`config.mk`:
```
export PLATFORM = sky130hd
export DESIGN_NAME = hazard_ctrl
export DESIGN_NICKNAME = d
export VERILOG_FILES = /design/src/rtl/hazard_ctrl_pkg.sv /design/src/rtl/hazard_ctrl_fwd_sel.sv /design/src/rtl/hazard_ctrl.sv
export SDC_FILE = /design/constraint.sdc
export NUM_CORES = 1
export LEC_CHECK = 0
export BUFFER_PORTS_ARGS = -buffer_cell sky130_fd_sc_hd__buf_2
export CORE_ASPECT_RATIO = 0.7
export CORE_UTILIZATION = 60
export CTS_CLUSTER_SIZE = 40
export DETAILED_ROUTE_END_ITERATION = 10
export GPL_TIMING_DRIVEN = 0
export PLACE_DENSITY = 0.84
export SLEW_MARGIN = 15
export SYNTH_ARGS = -nofsm -noshare
export SYNTH_HDL_FRONTEND = slang
export SYNTH_HIERARCHICAL = 1
export SYNTH_SLANG_ARGS = --single-unit
```
`constraint.sdc`:
```
create_clock -name clk -period 6.2 [get_ports clk]
set_input_delay 0.62 -clock clk [delete_from_list [all_inputs] [get_ports clk]]
set_output_delay 0.62 -clock clk [all_outputs]
set_load 0.005 [all_outputs]
```
`src/rtl/hazard_ctrl_pkg.sv`:
```
// Shared encodings for the hazard controller: forward selects, Tuse/Tnew codes, mult/div latencies.
// Also holds the per-operand RAW stall predicate used by both source fields.
package hazard_ctrl_pkg;

   localparam logic [1:0] FWD_RF  = 2'b00;
   localparam logic [1:0] FWD_M   = 2'b01;
   localparam logic [1:0] FWD_W   = 2'b10;
   localparam logic [1:0] FWD_WD  = 2'b11;

   localparam logic [1:0] TUSE_NONE = 2'd3;

   localparam logic [1:0] TNEW_NONE = 2'd0;
   localparam logic [1:0] TNEW_ALU  = 2'd1;
   localparam logic [1:0] TNEW_LOAD = 2'd2;

   localparam int MULT_CYC_DEF = 5;
   localparam int DIV_CYC_DEF  = 10;

   typedef struct packed {
      logic [4:0] rs;
      logic [4:0] rt;
      logic [4:0] wa;
      logic [1:0] tnew;
      logic       md;
      logic       md_div;
   } e_stage_t;

   // Operand is needed before an in-flight producer in E or M can supply it.
   function automatic logic raw_stall(input logic [4:0] src, input logic [1:0] tuse,
                                      input logic [4:0] wa_e, input logic [1:0] tnew_e,
                                      input logic [4:0] wa_m, input logic [1:0] tnew_m);
      return (src != 5'd0) && (tuse != TUSE_NONE) &&
             (((src == wa_e) && (tnew_e > tuse)) || ((src == wa_m) && (tnew_m > tuse)));
   endfunction

endpackage

```
`src/rtl/hazard_ctrl_fwd_sel.sv`:
```
// Priority match of one source register against the M, W and WD destinations; purely combinational.
// Stages can be masked per instance so D and M consumers only see the sources they can use.
module hazard_ctrl_fwd_sel
   import hazard_ctrl_pkg::*;
#(
   parameter bit USE_M  = 1'b1,
   parameter bit USE_WD = 1'b1
) (
   input  logic [4:0] src,
   input  logic [4:0] wa_M,
   input  logic [1:0] tnew_M,
   input  logic [4:0] wa_W,
   input  logic [4:0] wa_WD,
   output logic [1:0] sel
);

   always_comb begin
      sel = FWD_RF;
      if (src != 5'd0) begin
         if (USE_M && (src == wa_M) && (tnew_M == TNEW_NONE))
            sel = FWD_M;
         else if (src == wa_W)
            sel = FWD_W;
         else if (USE_WD && (src == wa_WD))
            sel = FWD_WD;
      end
   end

endmodule

```
`src/rtl/hazard_ctrl.sv`:
```
// Hazard controller: shadow E/M/W/WD pipeline plus HI/LO busy counter driving stall and forward selects.
// stall and all selects are combinational (zero latency) from shadow state and the D-stage fields.
module hazard_ctrl
   import hazard_ctrl_pkg::*;
#(
   parameter int MULT_CYC = MULT_CYC_DEF,
   parameter int DIV_CYC  = DIV_CYC_DEF
) (
   input  logic       clk,
   input  logic       reset,
   input  logic [4:0] rs_D,
   input  logic [4:0] rt_D,
   input  logic [1:0] tuse_rs_D,
   input  logic [1:0] tuse_rt_D,
   input  logic [4:0] wa_D,
   input  logic [1:0] tnew_D,
   input  logic       md_D,
   input  logic       md_div_D,
   input  logic       md_use_D,
   output logic       stall,
   output logic [1:0] ForwardRSD,
   output logic [1:0] ForwardRTD,
   output logic [1:0] ForwardRSE,
   output logic [1:0] ForwardRTE,
   output logic [1:0] ForwardRTM,
   output logic       md_busy
);

   e_stage_t   e_q;
   logic [4:0] rt_M, wa_M, wa_W, wa_WD;
   logic [1:0] tnew_M;
   logic [3:0] cnt;

   logic stall_rs, stall_rt, stall_md;

   assign md_busy  = e_q.md || (cnt != 4'd0);
   assign stall_rs = raw_stall(rs_D, tuse_rs_D, e_q.wa, e_q.tnew, wa_M, tnew_M);
   assign stall_rt = raw_stall(rt_D, tuse_rt_D, e_q.wa, e_q.tnew, wa_M, tnew_M);
   assign stall_md = md_use_D && md_busy;
   assign stall    = stall_rs || stall_rt || stall_md;

   always_ff @(posedge clk) begin
      if (reset) begin
         e_q    <= '0;
         rt_M   <= 5'd0;
         wa_M   <= 5'd0;
         tnew_M <= 2'd0;
         wa_W   <= 5'd0;
         wa_WD  <= 5'd0;
         cnt    <= 4'd0;
      end else begin
         if (stall)
            e_q <= '0;
         else
            e_q <= '{rs: rs_D, rt: rt_D, wa: wa_D, tnew: tnew_D, md: md_D, md_div: md_div_D};
         rt_M   <= e_q.rt;
         wa_M   <= e_q.wa;
         tnew_M <= (e_q.tnew == 2'd0) ? 2'd0 : e_q.tnew - 2'd1;
         wa_W   <= wa_M;
         wa_WD  <= wa_W;
         // The op sits in E for one cycle, then the counter covers the remaining latency.
         if (e_q.md)
            cnt <= e_q.md_div ? 4'(DIV_CYC) : 4'(MULT_CYC);
         else if (cnt != 4'd0)
            cnt <= cnt - 4'd1;
      end
   end

   hazard_ctrl_fwd_sel #(.USE_M(1'b1), .USE_WD(1'b0)) u_fwd_rsd (
      .src(rs_D), .wa_M(wa_M), .tnew_M(tnew_M), .wa_W(wa_W), .wa_WD(wa_WD), .sel(ForwardRSD));
   hazard_ctrl_fwd_sel #(.USE_M(1'b1), .USE_WD(1'b0)) u_fwd_rtd (
      .src(rt_D), .wa_M(wa_M), .tnew_M(tnew_M), .wa_W(wa_W), .wa_WD(wa_WD), .sel(ForwardRTD));
   hazard_ctrl_fwd_sel #(.USE_M(1'b1), .USE_WD(1'b1)) u_fwd_rse (
      .src(e_q.rs), .wa_M(wa_M), .tnew_M(tnew_M), .wa_W(wa_W), .wa_WD(wa_WD), .sel(ForwardRSE));
   hazard_ctrl_fwd_sel #(.USE_M(1'b1), .USE_WD(1'b1)) u_fwd_rte (
      .src(e_q.rt), .wa_M(wa_M), .tnew_M(tnew_M), .wa_W(wa_W), .wa_WD(wa_WD), .sel(ForwardRTE));
   hazard_ctrl_fwd_sel #(.USE_M(1'b0), .USE_WD(1'b1)) u_fwd_rtm (
      .src(rt_M), .wa_M(wa_M), .tnew_M(tnew_M), .wa_W(wa_W), .wa_WD(wa_WD), .sel(ForwardRTM));

endmodule

```
### Word level (Yosys, flattened, before mapping)

Index checks and enable logic that the tools add are counted.

| word-level totals | value |
|---|---|
| bits in registers | 45 |
| input bits | 26 |
| output and inout port bits | 12 |

| cells by class | value |
|---|---|
| add/subtract/negate cells | 2 |
| $lt $le $gt $ge | 4 |
| equal/unequal tests | 16 |
| muxes and demuxes | 20 |
| reduce and logical (&&, ||, !) cells | 29 |

Operators with widths:

| operator | number |
|---|---|
| 5-bit equality test | 14 |
| 2-bit two-way mux | 17 |
| 5-bit nonzero test | 5 |
| 1-bit logical AND | 13 |
| 4-bit two-way mux | 3 |
| 2-bit greater-than comparator | 4 |
| 1-bit logical OR | 5 |
| 2-bit logical NOT | 2 |
| 2-bit inequality test, second input constant | 2 |
| 4-bit nonzero test | 1 |
| 2-bit OR reduction | 2 |
| 4-bit by 1-bit subtractor with 4-bit output, second input constant | 1 |
| 2-bit nonzero test | 1 |
| 2-bit by 1-bit subtractor with 2-bit output, second input constant | 1 |

### Logic depth before layout (Yosys ltp)

Gate-level depths: netlist (run 1).

| depth | value |
|---|---|
| depth in word-level cells | 7 |
| mapped depth | 9 |

### By module

The synthesis (run 1) kept the hierarchy.

By module, submodules not included:

| module | instances | cells an instance | area each (µm²) | sequential area each (µm²) |
|---|---|---|---|---|
| hazard_ctrl | 1 | 197 | 1950.6 | 900.9 |
| hazard_ctrl_fwd_sel at u_fwd_rse ... | 2 | 33 | 227.7 | 0.0 |
| hazard_ctrl_fwd_sel at u_fwd_rsd ... | 2 | 17 | 133.9 | 0.0 |
| hazard_ctrl_fwd_sel at u_fwd_rtm | 1 | 19 | 138.9 | 0.0 |

### Worst setup path after synthesis (run 1)

Ideal clock, no wire load.

| timing path | value |
|---|---|
| kind | input to output |
| start | input tuse_rs_D[1] |
| end | output stall |
| arrival | 2.176 ns |
| slack | 3.404 ns |
| cell stages on the path | 8 |
| buffers on the path | 1 |
| cell sequence | inv_1 > ha_1 > nand2_1 > nand4_1 > or4_1 > a221oi_2 > buf_4 > or3b_1 |

| between the ends | value |
|---|---|
| word-level cells in the longest chain between the ends | 6 |

RTL lines:

| item | RTL line | source |
|---|---|---|
| start: declaration | hazard_ctrl.sv:13 | `input logic [1:0] tuse_rs_D,` |
| 2-bit greater-than comparator | hazard_ctrl_pkg.sv:33 | `(((src == wa_e) && (tnew_e > tuse)) \|\| ((src == wa_m) && (tnew_m > tuse)));` |
| 1-bit logical AND | hazard_ctrl_pkg.sv:33 |  |
| 1-bit logical OR | hazard_ctrl_pkg.sv:33 |  |
| 1-bit logical AND (*) | hazard_ctrl_pkg.sv:32 | `return (src != 5'd0) && (tuse != TUSE_NONE) &&` |
| 1-bit logical OR (*) (2 in a row) | hazard_ctrl.sv:40 | `assign stall = stall_rs \|\| stall_rt \|\| stall_md;` |
| end: declaration | hazard_ctrl.sv:20 | `output logic stall,` |

Every way passes the cells marked *; elsewhere a longest branch is shown, timed or not.

### Final worst setup path (run 1)

| timing path | value |
|---|---|
| start | register tnew_M[0] |
| end | output stall |

| between the ends | value |
|---|---|
| word-level cells in the longest chain between the ends | 6 |

RTL lines:

| item | RTL line | source |
|---|---|---|
| start: declaration | hazard_ctrl.sv:31 | `logic [1:0] tnew_M;` |
| start signal: assignment | hazard_ctrl.sv:58 | `tnew_M <= (e_q.tnew == 2'd0) ? 2'd0 : e_q.tnew - 2'd1;` |
| 2-bit greater-than comparator | hazard_ctrl_pkg.sv:33 |  |
| 1-bit logical AND | hazard_ctrl_pkg.sv:33 |  |
| 1-bit logical OR | hazard_ctrl_pkg.sv:33 |  |
| 1-bit logical AND | hazard_ctrl_pkg.sv:32 |  |
| 1-bit logical OR (*) (2 in a row) | hazard_ctrl.sv:40 |  |

Marked as above.

==> impl_metrics.yaml, run 1 <==
placement:
  dp.cells: 408
  hpwlAfterDp_mm: 5.080
  gp_congestion: 0.9234
  portBuffers: 37
  dp_slack_ps: 2987
final_layout:
  nets: 397
  final_common_cell: "dfxtp_1"
  area_growth_pct: 12.86
  layout_common_cells: "45 x dfxtp_1, 40 x buf_2, 39 x xor2_1"
  layout-drive-gt1-share_pct: 15.83
  fin_cells: 415
  diodes: 0
timing:
  hold_violations: 0
  tns_ps: 0
  fin_crit_ps: 3315
  post-route-period-util_pct: 53.47
  drv_slew: 0
  finalSetupViolations: 0
  skew_ps: 12.58
  relSlewSlack_pct: 62.37
  rsz0062_at_grt: "false"
  worstMarginPinSlew_ps: 564.4
  setup_slack_ps: 2885
  fmax_ghz: 0.3016
yosys:
  ys_warn_count: 6
  ys_types: 39
  synth.area.top_cells: "dfxtp_1 32%, xor2_1 12%, xnor2_1 11%, nor3_1 5.7%, nand3b_1 5.1%"
  ys_ff_latch: 45
  synth.avg_cell_area_um2: 8.901
  syn-cell-area_um2: 2813
  yosysTopAreaCell: "dfxtp_1"
  synth_fp_nets: 353
  netlist_instances: 316
  ys_seq_area_share_pct: 32.03
  yosysTopAreaCellShare_pct: 32.03
power_and_ir_drop:
  ir_drop_mv: 0.2392
  seqPwrFrac_pct: 42.4
  p_switching_uw: 307.1
  power_uw: 900.9
  power_density_nw_per_um2: 283.8
  power.share.switching_pct: 34.09
  p_leak_nw: 1.398
  power_frac_comb_pct: 33.3
  p_int_uw: 593.8
  clkPwrFrac_pct: 24.3
floorplanning:
  die_area_um2: 4970
  rows: 20
  start_util_pct: 63.50
  io_pins: 38
  core_area_um2: 4429
  die_w_um: 83.84
  die_h_um: 59.29
detailed_routing:
  drc: 4
  routedWlPerCell_um: 16.44
  drt.antenna.violating_nets: 0
  wirelength_mm: 6.823
  via_count: 2450
  avgViaCountPerCell: 5.904
  dr.pass1.iters: 8
  drt_first_iter_violations: 199
cts:
  postCtsSetupRepairBufs: 0
  h-tree-depth: 2
  numCtsBuffers: 5
  clock_sinks: 45
  clkSlewWorstSetupHoldPaths_ps: 90
  cts_buffer_depth: 2
  root_buffer: "clkbuf_8"
  cts-resized-gates: 0
  worstSkewPairLatency_ps: 300
  cts_tree: "yes"
  postCtsHoldBufs: 0
setup_path:
  crit_arrival_ps: 2700
  crit_required_ps: 5580
  endpoint_kind: "output pin"
  cp_max_fo: 10
  start_kind: "register"
  critPathKind: "register to output pin"
run_status:
  failed_checks: "DRC"
  status: "complete, but fails checks"
grt:
  grt_pass1_vias: 2313
  grt_usage_pct: 29.56
  overflow: 0
  grt_max_degree: 15
  grt_pass1_wl_mm: 11.10
  antenna_found_initial: 0
job:
  cap_violations: 0
worst_hold_path:
  hold_class: "register to register"
## critical path, stage by stage (launching register included)
cell and delay (ps):
dfxtp_1 460, inv_1 120, ha_1 290, nand2_1 60, nand4_1 80, or4_1 550, a221oi_2 380, buf_4 240
or3b_1 110, buf_2 100
## per-stage QoR
stage,utilization (%),area [um^2],hold WS [ps]
6_report,71.67,3174,423.7
5_1_grt,71.67,3174,452.0
4_1_cts,71.67,3174,423.3
3_5_place_dp,69.24,3067,410.3
3_3_place_gp,69.24,3067,411.8
2_1_floorplan,-,2813,399.6
## state kept, by name (all words and copies together) (netlist names)
| register | flops |
|---|---|
| cnt | 4 |
| tnew_M | 2 |
| e_q | 19 |
| wa_W | 5 |
| wa_WD | 5 |
| rt_M | 5 |
| wa_M | 5 |
## routing by layer
metal  track usage, %  part of all wire [%]
met5                0                     0
met4            11.08                   1.7
met3            5.153                   7.1
met2            50.00                    46
met1            38.63                    45
## synth_stat cells (all sizes together)
cell type / number
nor2: 9
clkbuf: 4
o2111ai: 2
or3b: 1
nor4: 6
or2b: 2
o21a: 2
nand2b: 5
nand4: 6
and4: 2
ha: 11
nand3: 6
o211ai: 1
o21ai: 5
o211a: 1
or4: 12
nand2: 8
inv: 20
a21oi: 5
or4b: 2
dfxtp: 45
xor2: 39
a221oi: 2
a21boi: 2
nand3b: 19
nor4b: 1
a221o: 2
buf: 6
nor3: 32
nor2b: 20
a311oi: 1
o22ai: 2
xnor2: 35
## power groups by stage
stage                     Sequential (mW)  Combinational [mW]  Clock [mW]
after floorplan                     0.369               0.220           0
after global placement              0.385               0.284           0
after detailed placement            0.387               0.297           0
after CTS                           0.380               0.300       0.221
after global routing                0.386               0.340       0.233
final                               0.382               0.300       0.219
## kinds of logic after synthesis
group,share of synthesized area [%]
AO/OA/AOI/OAI,6.628
XOR/XNOR,23.04
adder cells (fa/ha/maj),4.893
buffers and inverters,5.115
flip-flops,32.03
AND/OR/NAND/NOR,28.29
## path summary, 6_finish.rpt
check | slack, ps | cells past startpoint | endpoint | from
hold / removal | 420 | 1 | tnew_M[0] | e_q[2]
setup / recovery | 2880 | 9 | stall | tnew_M[0]
hold reg to reg | 420 | 1 | tnew_M[0] | e_q[2]
setup reg to reg | 3740 | 9 | e_q[17] | tnew_M[0]
## cell type report
cell class                 instances  area (um^2)
inverter                          20        75.07
multi-input combinational        241         1768
sequential                        45        900.9
tap                               55        68.82
clock inverter                     2        38.79
fill                             362         1255
buffer                            10        68.82
timing repair buffer              37        185.2
clock buffer                       5        68.82
Power figures use the tool's default switching activity.
==> run 2: changes to the inputs <==
Settings changed: CORE_UTILIZATION 60 to 52, PLACE_DENSITY 0.84 to 0.77.
Clock period 6.2 ns to 2.7 ns, I/O delays scaled along.
==> run 2 against run 1 <==
  * The run now ends clean
  * Worst hold slack got worse by 210 ps
  * Power increased by 140%
  * Sequential power increased by 130%
  * Clock power increased to 2.7 times the previous value
  * Via count decreased by 0.37%
  * Count of clock-buffer cells in the layout unchanged
  * Worst setup slack got worse by 2800 ps
  * Register-to-register slack got worse by 3300 ps
  * Critical path type unchanged
  * Critical endpoint unchanged
  * Largest power group unchanged
==> impl_metrics.yaml, run 2 (synthesis results as in run 1) <==
floorplanning:
  core_area_um2: 4992
  die_h_um: 63.54
  io_pins: 38
  rows: 21
  die_area_um2: 5712
  start_util_pct: 56.34
  die_w_um: 89.91
grt:
  grt_pass1_vias: 2295
  antenna_found_initial: 0
  grt_usage_pct: 24.46
  grt_pass1_wl_mm: 11.03
  grt_max_degree: 15
  overflow: 0
cts:
  worstSkewPairLatency_ps: 300
  clock_sinks: 45
  cts_tree: "yes"
  numCtsBuffers: 5
  cts_buffer_depth: 2
  h-tree-depth: 2
  postCtsHoldBufs: 0
  root_buffer: "clkbuf_8"
  clkSlewWorstSetupHoldPaths_ps: 80
worst_hold_path:
  hold_class: "input pin to register"
  min_from: "md_D"
  holdPathStages: 3
  worstHoldEndpoint: "e_q[1]"
final_layout:
  nFillCells: 409
  area_growth_pct: 17.57
  fin_cells: 435
  nets: 402
  layout_common_cells: "40 x buf_2, 39 x xor2_1, 39 x dfxtp_1"
  largest_reg_flops: 19
  layout-drive-gt1-share_pct: 20.22
  diodes: 0
  multiInputGateArea_um2: 1805
  final-seq-area_um2: 910.9
  final_common_cell: "buf_2"
  regMostFlops: "e_q"
detailed_routing:
  avgViaCountPerCell: 5.611
  drt_first_iter_violations: 156
  dr.pass1.iters: 6
  via_count: 2441
  drc: 0
  drt.antenna.violating_nets: 0
  wirelength_mm: 6.822
  routedWlPerCell_um: 15.68
setup_path:
  critPathKind: "register to output pin"
  rr_startpoint: "tnew_M[1]"
  endpoint_kind: "output pin"
  crit_required_ps: 2430
  ff2ff_setup_slack_ps: 400
  crit_arrival_ps: 2300
  reg2reg_depth: 9
  start_kind: "register"
  cp_max_fo: 3
  worstReg2RegEnd: "e_q[17]"
timing:
  skew_ps: 7.401
  drv_slew: 0
  relSlewSlack_pct: 65.15
  hold_violations: 0
  fin_crit_ps: 2574
  fmax_ghz: 0.3885
  setup_slack_ps: 126.3
  tns_ps: 0
  finalSetupViolations: 0
  post-route-period-util_pct: 95.32
  worstMarginPinSlew_ps: 522.8
  rsz0062_at_grt: "false"
power_and_ir_drop:
  ir_drop_mv: 0.4953
  power_density_nw_per_um2: 659.6
  p_leak_nw: 1.459
job:
  cap_violations: 0
placement:
  gp_congestion: 0.8635
  portBuffers: 37
  dp.cells: 422
  dp_slack_ps: 133.0
  hpwlAfterDp_mm: 4.970
run_status:
  status: "finished, final reports clean"
## run 2: worst max path at each step
stage	from	end	slack [ps]	cells after the start
CTS	tnew_M[0]	stall	8	9
global placement	tnew_M[0]	stall	110	9
floorplan	tnew_M[0]	stall	540	8
global route	tnew_M[0]	stall	6	8
detailed placement	tnew_M[0]	stall	130	9
finish	e_q[3]	stall	130	8
## run 2: report_power, final
group | internal [mW] | switching, mW
combinational | 0.357 | 0.358
sequential | 0.751 | 0.129
clock | 0.367 | 0.220
total | 1.47 | 0.706
## run 2: metal layers
metal  routed length [um]  GRT usage [%]  vias up  share of wire (%)
met3                  435          3.502        8                6.4
li1                     -              -     1193                  -
met5                    0              0        -                  0
met2                 3085          40.48       99                 45
met4                   82          5.645        0                1.2
met1                 3218          33.83     1141                 47
## run 2: area by class of cell
cell class	instances	share of cell area [%]
plain buffers	10	2.194
clock buffers	5	2.081
clock inverters	3	1.967
inverters	20	2.270
multi-input cells	241	54.60
flip-flops and latches	45	27.54
well taps	69	2.611
repair buffers	42	6.735
## run 2: what timing repair did
item / CTS / global route
setup endpoints to repair: 1 / 1
gates resized for setup: 6 / 8
pin swaps: 1 / 4
setup buffers: 1 / 4
## run 2: metrics by stage
| step | hold slack, ps | util [%] | power (mW) | cell area, um^2 |
|---|---|---|---|---|
| 3_5_place_dp | 479.4 | 61.78 | 1.568 | 3084 |
| 3_3_place_gp | 468.5 | 61.78 | 1.542 | 3084 |
| 6_report | 213.5 | 66.24 | 2.181 | 3307 |
| 4_1_cts | 209.2 | 65.06 | 2.158 | 3248 |
| 2_1_floorplan | 399.6 | - | 1.352 | 2813 |
| 5_1_grt | 212.3 | 66.24 | 2.329 | 3307 |
## run 2: critical path: stages (launching register included)
cell and delay [ps]:
dfxtp_2 350, ha_1 290, nand2_1 60, nand4_1 100
or4_4 550, a221oi_4 330, buf_6 150, or3b_1 90
buf_2 100
==> run 3: changes to the inputs <==
Settings changed: ABC_AREA set to 1, CORE_UTILIZATION 52 to 53, PLACE_DENSITY 0.77 to 0.78.
==> run 3 against run 2 <==
  * Clock skew grew 8.9 ps
  * Critical path depth rose by 2
  * Worst hold slack worse by 33 ps
  * Die area is 8.6% higher
  * First-iteration DRC count increased by 19%
  * Synthesized area grew 11%
  * Highest routed layer unchanged
==> impl_metrics.yaml, run 3 <==
setup_path:
  cp_max_fo: 5
  crit_required_ps: 2430
  critPathKind: "register to output pin"
  crit_arrival_ps: 1850
  start_kind: "register"
  endpoint_kind: "output pin"
  reg2reg_depth: 11
  ff2ff_setup_slack_ps: 790
floorplanning:
  start_util_pct: 57.23
  die_h_um: 66.19
  die_w_um: 93.70
  die_area_um2: 6201
  core_area_um2: 5450
  rows: 22
  io_pins: 38
yosys:
  synthAdderAreaFrac_pct: 4.412
  synth_edf_count: 0
  synth-main-ff-cell: "dfxtp_1"
  synth_common_cells: "148 x nand2_1, 102 x inv_1, 81 x nor2_1"
  muxShareOfSynthArea_pct: 0
  async_reset_ff_share_pct: 0
  synth_top_family_by_area: "simple AND/OR/NAND/NOR gates"
  synth_xor_area_share_pct: 8.985
  yosysMostFrequentCell: "nand2_1"
  ys_types: 25
  synth_compound_gate_area_share_pct: 3.730
  netlist_instances: 516
  synth.area.top_cells: "dfxtp_1 29%, nand2_1 18%, inv_1 12%, nor2_1 9.7%, xnor2_1 5.6%"
  ys_seq_area_share_pct: 28.88
  yosysTopAreaCellShare_pct: 28.88
  ys_ff_latch: 45
  syn-cell-area_um2: 3119
  synth_fp_nets: 553
  ys_warn_count: 6
  synth.avg_cell_area_um2: 6.045
  synth-simple-area-share_pct: 39.67
  yosysTopAreaCell: "dfxtp_1"
cts:
  clock_sinks: 45
  numCtsBuffers: 5
  cts-resized-gates: 0
  clkSlewWorstSetupHoldPaths_ps: 90
  h-tree-depth: 2
  postCtsHoldBufs: 0
  cts_tree: "yes"
  root_buffer: "clkbuf_8"
  worstSkewPairLatency_ps: 300
  postCtsSetupRepairBufs: 0
  cts_buffer_depth: 2
worst_hold_path:
  holdPathStages: 3
  hold_class: "input pin to register"
final_layout:
  nets: 596
  fin_cells: 632
  final_common_cell: "nand2_1"
  layout-drive-gt1-share_pct: 13.93
  largest_reg_flops: 19
  regMostFlops: "e_q"
  diodes: 0
  final_cell_area_um2: 3506
  area_growth_pct: 12.39
  layout_common_cells: "148 x nand2_1, 102 x inv_1, 81 x nor2_1"
timing:
  relSlewSlack_pct: 67.75
  drv_slew: 0
  skew_ps: 16.26
  rsz0062_at_grt: "false"
  fin_crit_ps: 2123
  worstMarginPinSlew_ps: 483.1
  post-route-period-util_pct: 78.62
  fmax_ghz: 0.4711
  setup_slack_ps: 577.2
  hold_violations: 0
  finalSetupViolations: 0
  tns_ps: 0
placement:
  dp_slack_ps: 849.7
  portBuffers: 36
  hpwlAfterDp_mm: 5.795
  gp_congestion: 0.8897
  dp.cells: 624
  placed_cell_area_um2: 3390
detailed_routing:
  drc: 0
  avgViaCountPerCell: 4.771
  routedWlPerCell_um: 11.82
  dr.pass1.iters: 7
  drt.antenna.violating_nets: 0
  via_count: 3015
  drt_first_iter_violations: 185
  wirelength_mm: 7.472
job:
  cap_violations: 0
power_and_ir_drop:
  power_density_nw_per_um2: 622.7
  ir_drop_mv: 0.3744
  power_mw: 2.183
  p_leak_nw: 1.807
grt:
  top_usage_layer: "met2"
  overflow: 0
  grt_pass1_wl_mm: 12.77
  antenna_found_initial: 0
  grt_use_met2_pct: 43.70
  grt_usage_pct: 26.83
  use_met1_pct: 37.15
  grt_pass1_vias: 2794
  grtUsageMet3_pct: 3.908
  grt_max_degree: 14
run_status:
  status: "finished, final reports clean"
==> run 3: cell count changes after synthesis, moves of 6 or more <==
cell | before | now
nor2_2 | 3 | 15
nor3_1 | 32 | 9
nand2_1 | 8 | 148
xnor2_1 | 35 | 20
nand3_1 | 6 | 18
xor2_1 | 39 | 12
nand3b_1 | 19 | 0
nor2_1 | 6 | 81
nor4_1 | 6 | 0
o21ai_0 | 2 | 8
inv_2 | 2 | 11
nor2b_1 | 20 | 2
or4_1 | 12 | 0
inv_1 | 18 | 102
==> run 3: kinds of logic after synthesis <==
group / Yosys count
compound gates: 21
xor+xnor: 32
fa+ha+maj: 11
buf+inv: 117
flops: 45
simple gates: 290
==> run 3: critical path, cell delays in order (launching register included) <==
cell	delay, ps
dfxtp_1	470
inv_1	110
ha_1	290
nand2_1	60
nand3_1	80
nor2_1	110
nand3_1	80
nand2_1	80
nand2_2	80
nand3_1	80
buf_2	110
==> run 3: routing by layer <==
layer  share of wire (%)  vias to the layer above
li1                    -                     1604
met4                0.64                        0
met1                  51                     1321
met2                  43                       84
met5                   0                        -
met3                 5.9                        6
==> run 3: power by group <==
group | leakage [nW] | total [mW] | internal (mW) | switching, mW
Combinational | 1.38 | 0.789 | 0.333 | 0.457
Clock | 0.0585 | 0.524 | 0.302 | 0.222
Sequential | 0.369 | 0.869 | 0.753 | 0.117
Total | 1.81 | 2.18 | 1.39 | 0.796
==> run 3: layout make-up <==
type | instances | area (um^2)
plain buffers | 4 | 22.52
clock buffers | 7 | 86.33
clock inverters | 1 | 30.03
fillers | 488 | 1944
inverters | 113 | 424.2
multi-input cells | 354 | 1772
flip-flops and latches | 45 | 900.9
well taps | 72 | 90.09
repair buffers | 36 | 180.2
==> run 3: through the flow <==
step	hold WS (ps)	util (%)
final	180.4	64.33
after global routing	172.3	64.33
after CTS	177.9	64.33
after detailed placement	424.4	62.19
after global placement	407.3	62.19
after floorplan	382.2	-
==> run 3: path summary, 6_finish.rpt <==
| path | end | from |
|---|---|---|
| worst max-delay path | stall | tnew_M[0] |
| worst max register to register | e_q[14] | tnew_M[0] |
| worst min register to register | tnew_M[0] | e_q[2] |
| worst min-delay path | e_q[0] | md_div_D |
